<file path="src/rtl/fifo_wr_arbiter_if.sv">
// Producer/FIFO-side signal bundle for the round-robin FIFO write arbiter.
// master = arbiter side, slave = producers plus FIFO side.
interface fifo_wr_arbiter_if #(
  parameter int WIDTH = 16
);
  logic [3:0]       req;
  logic [WIDTH-1:0] din0;
  logic [WIDTH-1:0] din1;
  logic [WIDTH-1:0] din2;
  logic [WIDTH-1:0] din3;
  logic             fifo_full;
  logic [3:0]       gnt;
  logic [3:0]       ack;
  logic [1:0]       owner;
  logic             busy;
  logic             fifo_wr_en;
  logic [WIDTH-1:0] fifo_din;

  modport master (
    input  req, din0, din1, din2, din3, fifo_full,
    output gnt, ack, owner, busy, fifo_wr_en, fifo_din
  );

  modport slave (
    output req, din0, din1, din2, din3, fifo_full,
    input  gnt, ack, owner, busy, fifo_wr_en, fifo_din
  );
endinterface

</file>
<file path="src/rtl/fifo_wr_arbiter.sv">
// Round-robin arbiter sharing one FIFO write port between four producers,
// granting bounded bursts and stalling on FIFO full so no word is lost.
module fifo_wr_arbiter #(
  parameter int BURST = 4,
  parameter int WIDTH = 16
) (
  input  logic               clk,
  input  logic               rst,
  fifo_wr_arbiter_if.master  bus
);

  typedef enum logic {
    IDLE  = 1'b0,
    GRANT = 1'b1
  } state_e;

  localparam logic [2:0] BCNT_LAST = 3'(BURST - 1);

  state_e     state_q, state_d;
  logic [1:0] owner_q, owner_d;
  logic [1:0] last_q, last_d;
  logic [2:0] bcnt_q, bcnt_d;
  logic [3:0] gnt_q, gnt_d;

  logic             acc;
  logic [1:0]       sel;
  logic             sel_vld;
  logic [WIDTH-1:0] din_sel;

  // Rotating priority: the producer after the last owner is searched first.
  always_comb begin
    sel     = 2'd0;
    sel_vld = 1'b0;
    for (int k = 1; k <= 4; k++) begin
      if (!sel_vld && bus.req[last_q + 2'(k)]) begin
        sel     = last_q + 2'(k);
        sel_vld = 1'b1;
      end
    end
  end

  // rst gates the accept so nothing is written during a reset cycle.
  assign acc = (state_q == GRANT) && bus.req[owner_q] && !bus.fifo_full && !rst;

  always_comb begin
    din_sel = '0;
    case (owner_q)
      2'd0: din_sel = bus.din0;
      2'd1: din_sel = bus.din1;
      2'd2: din_sel = bus.din2;
      2'd3: din_sel = bus.din3;
      default: din_sel = '0;
    endcase
  end

  assign bus.fifo_wr_en = acc;
  assign bus.ack        = acc ? (4'b0001 << owner_q) : 4'b0000;
  assign bus.fifo_din   = ((state_q == GRANT) && !rst) ? din_sel : '0;
  assign bus.gnt        = gnt_q;
  assign bus.owner      = owner_q;
  assign bus.busy       = (state_q == GRANT);

  // NOTE: every _d gets its hold value first so no path leaves it unassigned
  // and no latch is inferred.
  always_comb begin
    state_d = state_q;
    owner_d = owner_q;
    last_d  = last_q;
    bcnt_d  = bcnt_q;
    gnt_d   = gnt_q;
    case (state_q)
      IDLE: begin
        if (sel_vld) begin
          owner_d = sel;
          gnt_d   = 4'b0001 << sel;
          bcnt_d  = 3'd0;
          state_d = GRANT;
        end
      end
      GRANT: begin
        if (!bus.req[owner_q] || (acc && (bcnt_q == BCNT_LAST))) begin
          last_d  = owner_q;
          gnt_d   = 4'b0000;
          state_d = IDLE;
        end else if (acc) begin
          bcnt_d = bcnt_q + 3'd1;
        end
      end
      default: state_d = IDLE;
    endcase
  end

  // NOTE: sequential state uses non-blocking assignments so all registers
  // update together from pre-edge values.
  always_ff @(posedge clk) begin
    if (rst) begin
      state_q <= IDLE;
      owner_q <= 2'd0;
      last_q  <= 2'd3;
      bcnt_q  <= 3'd0;
      gnt_q   <= 4'b0000;
    end else begin
      state_q <= state_d;
      owner_q <= owner_d;
      last_q  <= last_d;
      bcnt_q  <= bcnt_d;
      gnt_q   <= gnt_d;
    end
  end

endmodule
</file>
<file path="src/flat_wrapper.sv">
// flat-port wrapper written by rule: the top's interface ports become plain ports
module fifo_wr_arbiter_flat 
#(
  parameter int BURST = 4,
  parameter int WIDTH = 16
)
  (clk, rst, bus_req, bus_din0, bus_din1, bus_din2, bus_din3, bus_fifo_full, bus_gnt, bus_ack, bus_owner, bus_busy, bus_fifo_wr_en, bus_fifo_din);
  fifo_wr_arbiter_if #(.WIDTH(WIDTH)) bus_i ();
  input  logic clk;
  input  logic rst;
  input wire logic [$bits(bus_i.req)-1:0] bus_req;
  input wire logic [$bits(bus_i.din0)-1:0] bus_din0;
  input wire logic [$bits(bus_i.din1)-1:0] bus_din1;
  input wire logic [$bits(bus_i.din2)-1:0] bus_din2;
  input wire logic [$bits(bus_i.din3)-1:0] bus_din3;
  input wire logic [$bits(bus_i.fifo_full)-1:0] bus_fifo_full;
  output wire logic [$bits(bus_i.gnt)-1:0] bus_gnt;
  output wire logic [$bits(bus_i.ack)-1:0] bus_ack;
  output wire logic [$bits(bus_i.owner)-1:0] bus_owner;
  output wire logic [$bits(bus_i.busy)-1:0] bus_busy;
  output wire logic [$bits(bus_i.fifo_wr_en)-1:0] bus_fifo_wr_en;
  output wire logic [$bits(bus_i.fifo_din)-1:0] bus_fifo_din;
  assign bus_i.req = bus_req;
  assign bus_i.din0 = bus_din0;
  assign bus_i.din1 = bus_din1;
  assign bus_i.din2 = bus_din2;
  assign bus_i.din3 = bus_din3;
  assign bus_i.fifo_full = bus_fifo_full;
  assign bus_gnt = bus_i.gnt;
  assign bus_ack = bus_i.ack;
  assign bus_owner = bus_i.owner;
  assign bus_busy = bus_i.busy;
  assign bus_fifo_wr_en = bus_i.fifo_wr_en;
  assign bus_fifo_din = bus_i.fifo_din;
  fifo_wr_arbiter #(.BURST(BURST), .WIDTH(WIDTH)) u_core (.clk(clk), .rst(rst), .bus(bus_i));
endmodule
</file>
<file path="config.mk">
export PLATFORM = sky130hd
export DESIGN_NAME = fifo_wr_arbiter_flat
export DESIGN_NICKNAME = d
export VERILOG_FILES = /design/src/rtl/fifo_wr_arbiter_if.sv /design/src/rtl/fifo_wr_arbiter.sv /design/src/flat_wrapper.sv
export SDC_FILE = /design/constraint.sdc
export NUM_CORES = 1
export LEC_CHECK = 0
export ABC_AREA = 1
export BUFFER_PORTS_ARGS = -buffer_cell sky130_fd_sc_hd__buf_2
export CAP_MARGIN = 20
export CORE_UTILIZATION = 46
export CTS_BUF_LIST = sky130_fd_sc_hd__clkbuf_8
export CTS_CLUSTER_SIZE = 12
export DETAILED_ROUTE_END_ITERATION = 7
export PLACE_DENSITY_LB_ADDON = 0.2
export REMOVE_ABC_BUFFERS = 1
export SETUP_SLACK_MARGIN = 0.02
export SLEW_MARGIN = 5
export SYNTH_ARGS = -nofsm -noshare
export SYNTH_HDL_FRONTEND = slang
export SYNTH_SLANG_ARGS = --single-unit
export TNS_END_PERCENT = 10
</file>
<file path="constraint.sdc">
create_clock -name clk -period 4.05 [get_ports clk]
set_clock_uncertainty 0.1 [all_clocks]
set_input_delay 0.2025 -clock clk [delete_from_list [all_inputs] [get_ports clk]]
set_output_delay 0.2025 -clock clk [all_outputs]
set_load 0.005 [all_outputs]
</file>
==> metrics.cfg <==
[detailed_routing]
vias=1805
wire_per_inst_um=11.64
drc=8
ant_nets=0
routed_wl_um=4144
drt-initial-drc-count=114
drt_pre_antenna_iters=6
vias_per_cell=5.070

[final_layout]
area_delta_synth_final_pct=37.86
fill_cells=280
n_antenna_cell=0
drive_above_1_share=0.4277
fin_nets=399
design_area_mm2=0.001904

[synth]
yosys.area_share.simple=0.5353
yosys-top-cells-area=nand2_1 27%, dfxtp_1 17%, a41oi_1 10%
synth.most_common_cell=nand2_1
yosysWarnings=0
synthMuxAreaShare=0
synth.top_cell.area_share=0.2717
synth-compound-area-share=0.1639
avgSynthCellArea_um2=5.928
netlist_area_mm2=0.001381
yosysSeqAreaShare=0.1739
postSynth.asyncResetShare=0
synth-xor-area-share=0
yosysTopAreaCell=nand2_1
ys_top_cells_by_count=100 x nand2_1, 16 x a41oi_1, 13 x nand2_2, 13 x nand3_1
synth_top_family_by_area=simple AND/OR/NAND/NOR gates
synth_edf_count=0
syn_inst=233
ys_ff_latch=12
synth_fa_ha_area_frac=0.01812
ys_dominant_reg_cell=dfxtp_1
synth_cell_types=30

[worst_setup_path]
start_kind=flip-flop
crit_arrival_ps=1880
rrSetupSlack_ps=2050
reg2regPathDepth=9
cp_max_fo=17
path_class=reg -> out
required_ps=3750
endpoint_kind=output pin

[global_routing]
grt_pass1_vias=1560
grt-ovfl-total=0
grt_max_degree=19
grt_use_total=0.2603
antenna_found_initial=0
grt_pass1_wl_um=6748

[sta]
finalSetupViolCount=0
timing.final.hold_violations=0
final.min_clock_period_ps=2184
slew_headroom=0.6735
tns_ps=0
finalCritPeriodShare=0.5394
rsz0062_at_grt=false
drv_slew=0
hold_ws_ps=123.3
worst_slew_pin_slew_ps=489.1
fmax_mhz=457.8

[clocking]
root_buffer=clkbuf_8
post_cts_buffers=0
cts_resized=0
clk_pin_slew_ps=50
clockBufferDepth=2
htree_levels=1
cts_sinks=12
cts_tree=done
insertion_delay_ps=250
cts_buffers=3
postCtsHoldBufs=0

[job]
max_cap_violations=0

[placed_design]
placed_area_mm2=0.001849
portBuffers=98
place.gp.congestion=0.8901
dp_hpwl_um=3203

[die]
die_x_um=56.80
initial_utilization=0.4924
core_area_mm2=0.002805
die_area_mm2=0.003226
die_y_um=56.80
rows=19
io_pins=99

[outcome]
violations=DRC
status=finished with violations

[worst_hold_path]
hp-class=in -> reg
whs_path_depth=2

[power]
p_leak_nw=1.018
power.density_mw_per_mm2=572.6
peakVddDrop_uv=568.9

-- final timing paths --
check,from,end
setup reg to reg,u_core.bus.owner[1],u_core.bcnt_q[0]
setup / recovery,u_core.bus.owner[1],bus_ack[0]
hold reg to reg,u_core.bus.gnt[1],u_core.bus.gnt[1]
hold / removal,rst,u_core.bus.gnt[1]
-- placed cells by master (no fill, tap or decap), types with 2 or more instances in the layout --
cell type,count
nand3_1,13
inv_2,8
o211ai_1,2
nand2_4,5
nand2_2,13
nand4_1,2
dfxtp_1,12
nor2_4,5
inv_1,11
nor2_1,12
a21oi_1,9
a41oi_1,16
clkbuf_8,4
ha_1,2
nand2_1,100
nor3_1,3
buf_2,98
-- state kept, by name, indices dropped and copies added (netlist names) --
name              flops
u_core.last_q         2
u_core.bus.gnt        4
u_core.bcnt_q         3
u_core.bus.busy       1
u_core.bus.owner      2
-- critical path, stage by stage (launching register included) --
cell and delay, ps:
dfxtp_1 550, inv_2 110, nor2_4 330, nand2_1 120
nand4_2 120, nand2_2 100, nor3_1 150, buf_2 150
-- cells by family (layout without fill, tap and decap cells) --
| logic type | after synthesis | in the layout |
|---|---|---|
| flops | 12 | 12 |
| fa+ha+maj | 2 | 2 |
| simple gates | 157 | 157 |
| compound gates | 31 | 31 |
| buf+inv | 31 | 123 |
-- cell type report --
cell class / instances / area [um^2] / area share
tap: 31 / 38.79 / 0.02037
sequential: 12 / 240.2 / 0.1261
inverter: 21 / 88.84 / 0.04665
timing repair buffer: 98 / 490.5 / 0.2576
multi-input combinational: 190 / 991.0 / 0.5204
clock buffer: 4 / 55.05 / 0.02891
-- per-stage QoR --
stage	cells	utilization	setup slack, ps	power, W
after global placement	352	0.6592	2139	0.0009429
after detailed placement	352	0.6592	2059	0.0009552
after global routing	356	0.6789	1669	0.001202
after CTS	356	0.6789	1831	0.001092
final	356	0.6789	1866	0.001090
after floorplan	223	-	2297	0.0007516
-- power breakdown --
| part | switching [W] | internal, W | total [W] |
|---|---|---|---|
| logic | 0.000458 | 0.000264 | 0.000723 |
| clock network | 0.0000487 | 0.0000862 | 0.000135 |
| registers | 0.0000691 | 0.000164 | 0.000233 |
| total | 0.000576 | 0.000514 | 0.00109 |
-- routing by layer --
| layer | vias up | part of all wire | GRT usage | wire length (um) |
|---|---|---|---|---|
| li1 | 952 | - | - | - |
| met1 | 791 | 0.45 | 0.3319 | 1846 |
| met4 | 0 | 0.020 | 0.09408 | 82 |
| met5 | - | 0 | 0 | 0 |
| met2 | 53 | 0.49 | 0.4490 | 2026 |
| met3 | 9 | 0.046 | 0.02995 | 189 |
Note: power is estimated with default switching activity, not from simulation.
